--- config.mk ---
export PLATFORM = sky130hd
export DESIGN_NAME = mult_32x32_fast
export DESIGN_NICKNAME = d
export VERILOG_FILES = /design/src/rtl/mult_32x32_fast.sv
export SDC_FILE = /design/constraint.sdc
export NUM_CORES = 1
export LEC_CHECK = 0
export ABC_AREA = 1
export BUFFER_PORTS_ARGS = -buffer_cell sky130_fd_sc_hd__buf_4
export CAP_MARGIN = 25
export CORE_MARGIN = 5
export CORE_UTILIZATION = 45
export DETAILED_ROUTE_END_ITERATION = 8
export GPL_TIMING_DRIVEN = 1
export PLACE_DENSITY_LB_ADDON = 0.2
export SETUP_SLACK_MARGIN = 0.2
export SYNTH_ARGS = -nofsm -noshare
export SYNTH_HDL_FRONTEND = slang
export SYNTH_SLANG_ARGS = --single-unit
--- constraint.sdc ---
create_clock -name clk -period 14.1 [get_ports clk]
set_input_delay 1.41 -clock clk [delete_from_list [all_inputs] [get_ports clk]]
set_output_delay 1.41 -clock clk [all_outputs]
set_load 0.02 [all_outputs]
--- src/rtl/mult_32x32_fast.sv ---
// mult_32x32_fast
//   Sequential unsigned 32x32 -> 64-bit multiplier built on one shared 16x16
//   multiplier. One partial product is accumulated per clock. Partial products
//   whose operand upper half is zero are skipped, so an operation takes 4, 2 or
//   1 busy cycles depending on the upper halves of the latched operands.
//
// Ports
//   clk      in   1   rising-edge clock
//   reset    in   1   synchronous active-high reset; aborts any operation
//   start    in   1   request; accepted only while idle
//   a, b     in   32  unsigned operands, latched when start is accepted
//   busy     out  1   high while an operation is in progress
//   product  out  64  accumulator; holds the final result once busy is low
module mult_32x32_fast (
    input  logic        clk,
    input  logic        reset,
    input  logic        start,
    input  logic [31:0] a,
    input  logic [31:0] b,
    output logic        busy,
    output logic [63:0] product
);

    typedef enum logic [2:0] {
        IDLE,
        S00,
        S10,
        S01,
        S11
    } state_t;

    state_t      state;
    state_t      state_next;
    logic [31:0] a_lat;
    logic [31:0] b_lat;
    logic [15:0] mul_x;
    logic [15:0] mul_y;
    logic [31:0] pp;
    logic [63:0] addend;
    logic        za;
    logic        zb;

    assign za   = (a_lat[31:16] == 16'd0);
    assign zb   = (b_lat[31:16] == 16'd0);
    assign busy = (state != IDLE);

    // Operands are pre-extended so the single multiplier yields a full 32-bit result.
    assign pp = {16'd0, mul_x} * {16'd0, mul_y};

    // Next state: walk S00 -> S10 -> S01 -> S11, skipping steps whose partial
    // product is known to be zero. Inside S10 za is false, inside S01 zb is false.
    always_comb begin
        state_next = state;
        unique case (state)
            IDLE:    state_next = start ? S00 : IDLE;
            S00: begin
                if (!za)
                    state_next = S10;
                else if (!zb)
                    state_next = S01;
                else
                    state_next = IDLE;
            end
            S10:     state_next = zb ? IDLE : S01;
            S01:     state_next = za ? IDLE : S11;
            S11:     state_next = IDLE;
            default: state_next = IDLE;
        endcase
    end

    // Per-state operand mux into the shared multiplier and alignment of its result.
    always_comb begin
        mul_x  = '0;
        mul_y  = '0;
        addend = '0;
        unique case (state)
            S00: begin
                mul_x  = a_lat[15:0];
                mul_y  = b_lat[15:0];
                addend = {32'd0, pp};
            end
            S10: begin
                mul_x  = a_lat[31:16];
                mul_y  = b_lat[15:0];
                addend = {16'd0, pp, 16'd0};
            end
            S01: begin
                mul_x  = a_lat[15:0];
                mul_y  = b_lat[31:16];
                addend = {16'd0, pp, 16'd0};
            end
            S11: begin
                mul_x  = a_lat[31:16];
                mul_y  = b_lat[31:16];
                addend = {pp, 32'd0};
            end
            default: begin
                mul_x  = '0;
                mul_y  = '0;
                addend = '0;
            end
        endcase
    end

    always_ff @(posedge clk) begin
        if (reset) begin
            state   <= IDLE;
            a_lat   <= '0;
            b_lat   <= '0;
            product <= '0;
        end else begin
            state <= state_next;
            if (state == IDLE) begin
                if (start) begin
                    a_lat   <= a;
                    b_lat   <= b;
                    product <= '0;
                end
            end else begin
                product <= product + addend;
            end
        end
    end

endmodule

=== Word level (Yosys, flattened, before mapping) ===
Index checks and enable logic that the tools add are counted.

* Eq/ne operators: 5
* Muxes and demuxes: 10
* Multipliers: 1
* Reduce and logical (&&, ||, !) cells: 10
* $add $sub $neg: 1

{| class="wikitable"
|+ Operator list
! kind !! number
|-
| $pmux 64 s3 || 1
|-
| $mux 64 || 2
|-
| $add 64x64->64 || 1
|-
| $pmux 16 s2 || 2
|-
| $logic_not 16->1 || 2
|-
| $mul 16x16->32 || 1
|-
| $pmux 3 s4 || 1
|-
| $reduce_or 2->1 || 5
|-
| $eq 3x2->1 const B || 2
|-
| $mux 2 || 2
|-
| $eq 3x1->1 const B || 1
|-
| $eq 3x3->1 const B || 1
|-
| $logic_not 3->1 || 1
|-
| $mux 3 || 1
|-
| $reduce_bool 3->1 || 1
|-
| $ne 2x2->1 const B || 1
|-
| $reduce_and 2->1 || 1
|-
| $mux 1 || 1
|}

* Input port bits: 67
* Output and inout port bits: 65
* Flip-flop bits (word level): 131
* Logic and storage cells: 31

=== Longest topological paths before layout ===
* Depth in word-level cells: 7
* Mapped depth: 49
* Mapped depth without buffers: 49

=== Least setup slack after synthesis ===
Ideal clock, no wire load.

* Path kind: register to register
* From: register state[2]
* To: register product[42]
* Period minus slack after synthesis: 7.487 ns
* Library setup time: 0.132 ns
* Buffers on the path: 2
* Stages on the path, launching flop included: 43
* Setup slack: 6.613 ns
* Required time: 13.968 ns
* Arrival: 7.355 ns
* Cell sequence: dfxtp_1 -> inv_2 -> nand2_4 -> nor2_2 -> inv_2 -> nand2_2 -> inv_2 -> buf_6 -> o22ai_4 -> buf_2 -> nand2_1 -> fa_1 -> inv_1 -> fa_1 -> inv_1 -> fa_1 -> inv_1 -> fa_1 -> (+7 left out) -> nand2_1 -> and2_1 -> nand3_2 -> nand3_1 -> nand3_1 -> nand2_1 -> nand3_1 -> xnor2_1 -> o22ai_1 -> ha_1 -> a21oi_1 -> o21ai_0 -> a21oi_1 -> o21ai_0 -> nand3b_1 -> or2_2 -> nand3_1 -> a21oi_1

* Longest elaborated chain between the ends: 7
* Elaborated cells between the ends (all ways): 17
* Classes of those cells: 1 x add/sub; 1 x mul; 5 x eq/ne; 4 x mux; 6 x reduce/logical

{| class="wikitable"
|+ Ends and longest elaborated chain
! item !! line !! text
|-
| start: declaration || 32 || <nowiki>state_t state;</nowiki>
|-
| start signal: assignment || 112 || <nowiki>state <= state_next;</nowiki>
|-
| $eq 3x3->1, or another cell as far along || 76 || <nowiki>unique case (state)</nowiki>
|-
| $reduce_or 2->1 (no source line) || - ||
|-
| $pmux 16 s2 || 76 ||
|-
| $mul 16x16->32 || 48 || <nowiki>assign pp = {16'd0, mul_x} * {16'd0, mul_y};</nowiki>
|-
| $pmux 64 s3 || 76 ||
|-
| $add 64x64->64 || 120 || <nowiki>product <= product + addend;</nowiki>
|-
| $mux 64 || 113 || <nowiki>if (state == IDLE) begin</nowiki>
|-
| end signal: assignment || 120 ||
|-
| end: declaration || 21 || <nowiki>output logic [63:0] product</nowiki>
|}

Parallel ways exist; a longest one is shown, timed or not.
A chain may end at the register's enable or synchronous reset.

=== Worst setup path after layout ===
* From: register state[0]
* To: register product[42]

Same word-level chain as after synthesis.

==> impl_results.md <==
- Clk sink count: roughly 130
- Status: complete, no violations
- Starting Density: 0.451
- CTS buffer count: 17
- Total global-route track usage: 0.271
- Via count: roughly 19000
- Worst hold path class: flip-flop to flip-flop
- CP startpoint: state[0]
- Worst hold slack: between 0.4 and 0.5 ns
- PwrDens: approximately 89 mW/mm^2
- Syn Area/Cell: between 6 and 7 sq um
- Fmax: 0.0995 GHz
- Total setup buffers inserted after CTS: 0
- WL final: about 64000 um
- Chip width: between 200 and 250 um
- Max-Cap Viols: 0
- Worst Max-Slew Pin Slew: 1.02 ns
- Routed Antenna Nets: 0
- XOR/XNOR Fraction of Synth Area: 0.0118
- Setup Crit Path Kind: flip-flop to flip-flop
- Setup Viol. Count Final: 0
- Finished Layout Cells: ~3500
- First-pass GRT wire length: 101000 um
- Synth Area in Simple Gates: 0.249
- YS warnings: 0
- Post-DP HPWL: 53700 um
- TritonRoute pass-1 iters: 7
- Placed cells: roughly 3400
- Main combinational cell family by area after synthesis: adder cells
- Avg WL per Cell: approximately 19 um
- Commonest non-fill, non-tap cell in the layout: nand2_1
- Remaining Overflow, GRT: 0
- Total negative slack: 0 ns
- Multiplexer share of the synthesized area: 0
- Hold depth: 2
- Max VDD drop: about 0.15 mV
- Worst Skew: 0.0132 ns
- Clk buf depth: 2
- DRC viols: 0
- Period utilisation layout: 0.713
- Ant. Diodes: 0
- Synth Area in Compound Gates: 0.153
- Largest net degree at the start of global routing: 92
- Slew Viols, Final: 0
- Mapped Area: approximately 0.019 sq mm
- Req. time, crit path: about 14 ns
- #FFs+latches synth: about 130
- Arrival time worst endpoint: 10.35 ns
- CTS root buf: clkbuf_16
- Critical Path Start Type: flip-flop
- # H-tree levels: 4
- Share of cells above drive strength 1: 0.0920
- CP peak stage delay: 0.67 ns
- Die Y: 217 um
- Num rows: 76
- Placeable core region: ~0.043 sq mm
- Worst flop-to-flop path endpoint: product[42]
- Die ar.: around 0.047 sq mm
- Initial antenna violation count: 0
- CTS tree: built
- Vias in the first global route: 18700
- Syn nets: about 3300
- Clock Latency Late Sink: approximately 0.47 ns
- DP Area: 0.0207 sq mm
- Reg2reg start: state[0]
- Setup repair after global routing missed its margin: no
- I/O Pins: about 130
- Reg-to-reg slack, setup: a little over 4 ns
- Sequential area share after synthesis: 0.136
- Worst path slowest cell: o22ai_2
- 1st-iter DRT viols: roughly 1400
- Post-CTS Resized: 0
- Final Instance Area: 0.0213 sq mm
- Reg clk slew, reported paths: 0.06 ns
- Final RePlAce weighted congestion: approximately 0.96
- Static Leak: approximately 11 nW
- Relative slew slack: 0.318
- Post-synthesis adder-cell area fraction: 0.310
- Hold Path Origin: a_lat[7]
- Min Tclk post-route: 10.05 ns
- NumNets Final: roughly 3300
- Commonest non-fill, non-tap cells in the layout: nand2_1 (643), inv_1 (602), nor2_1 (283)
- IO buf count: 131
- Worst Hold End: a_lat[7]
- Synth top area share: 0.202
- R2R cell count: 35
- Critical path's most frequent cell: fa_1
- Via density: about 5.4
- Yosys top cell by area: fa_1
- CP Capture Type: flip-flop
- Post-Synthesis Cells: 2833
- Tot Pwr: approximately 1.9 mW
- CP max FO: 33
- Fin. Hold Viols: 0
- Synth-to-layout area growth: 10.2%
- Netlist cell types: 46
- Filler Cell Count: 4407
- Dominant cells by area after synthesis: fa_1 (20%), dfxtp_1 (14%), nand2_1 (13%)
- Hold Buf Count CTS: 0
critical path, delay by kind of cell (launching register included):
kind	cells	cell delay (ns)
simple gates	13	2.26
compound gates	8	2.09
xor+xnor	1	0.58
buf+inv	5	0.67
flops	1	0.42
fa+ha+maj	8	3.88
final cells by class:
| class | instances | area [sq um] | area share |
|---|---|---|---|
| repair buffers | 145 | 1090 | 0.0511 |
| inverters | 608 | 2280 | 0.107 |
| clock buffers | 17 | 425 | 0.0200 |
| multi-input cells | 2007 | 14000 | 0.658 |
| clock inverters | 15 | 185 | 0.00870 |
| flip-flops and latches | 131 | 2620 | 0.123 |
| well taps | 546 | 683 | 0.0321 |
power breakdown:
group	internal (mW)	switching [mW]	total, mW
clock	0.269	0.209	0.478
sequential	0.428	0.0212	0.449
combinational	0.267	0.692	0.959
total	0.964	0.922	1.89
Yosys cell counts, drive strengths merged:
master	number
nand2	651
inv	608
nor2	290
a21oi	195
fa	195
ha	167
dfxtp	131
nand3	117
o21ai	101
a211oi	64
o22ai	62
buf	54
clkbuf	33
or2	26
nand4	23
nor3	22
nand3b	15
xnor2	14
xor2	12
o21bai	11
o21a	10
a21boi	7
nor4	7
a21o	5
a31oi	5
and2	3
o211ai	3
and3	1
nor3b	1
metal layers:
metal  vias up  routed length [um]  track usage
li1       9023                   -            -
met1      8796               27700        0.352
met2       615               30300        0.458
met3       135                3320       0.0352
met4         0                3000        0.115
met5         -                   0            0
kinds of logic (layout without fill, tap and decap cells):
group                      count (synthesis)  after routing
and+or+nand+nor                         1156           1156
buffers and inverters                    695            785
AOI/OAI and AO/OA                        463            463
adders and majority gates                362            362
DFF                                      131            131
xor gates and xnor gates                  26             26
how the worst max path moves through the flow:
stage	endpoint	depth (start not counted)
final	product[42]	35
after global routing	product[45]	41
after CTS	product[42]	36
after detailed placement	product[42]	36
after global placement	product[42]	36
after floorplan	product[42]	42
metrics by stage:
step | worst slack, ns | util
global route | 3.59 | 0.497
detailed placement | 4.16 | 0.483
finish | 4.05 | 0.497
CTS | 4.13 | 0.497
global placement | 4.25 | 0.483
floorplan | 6.61 | -
registers in the layout (all words and copies together), names as in the netlist:
| name | flops |
|---|---|
| state | 3 |
| product | 64 |
| a_lat | 32 |
| b_lat | 32 |
No activity file was read; power rests on OpenSTA's default activity.
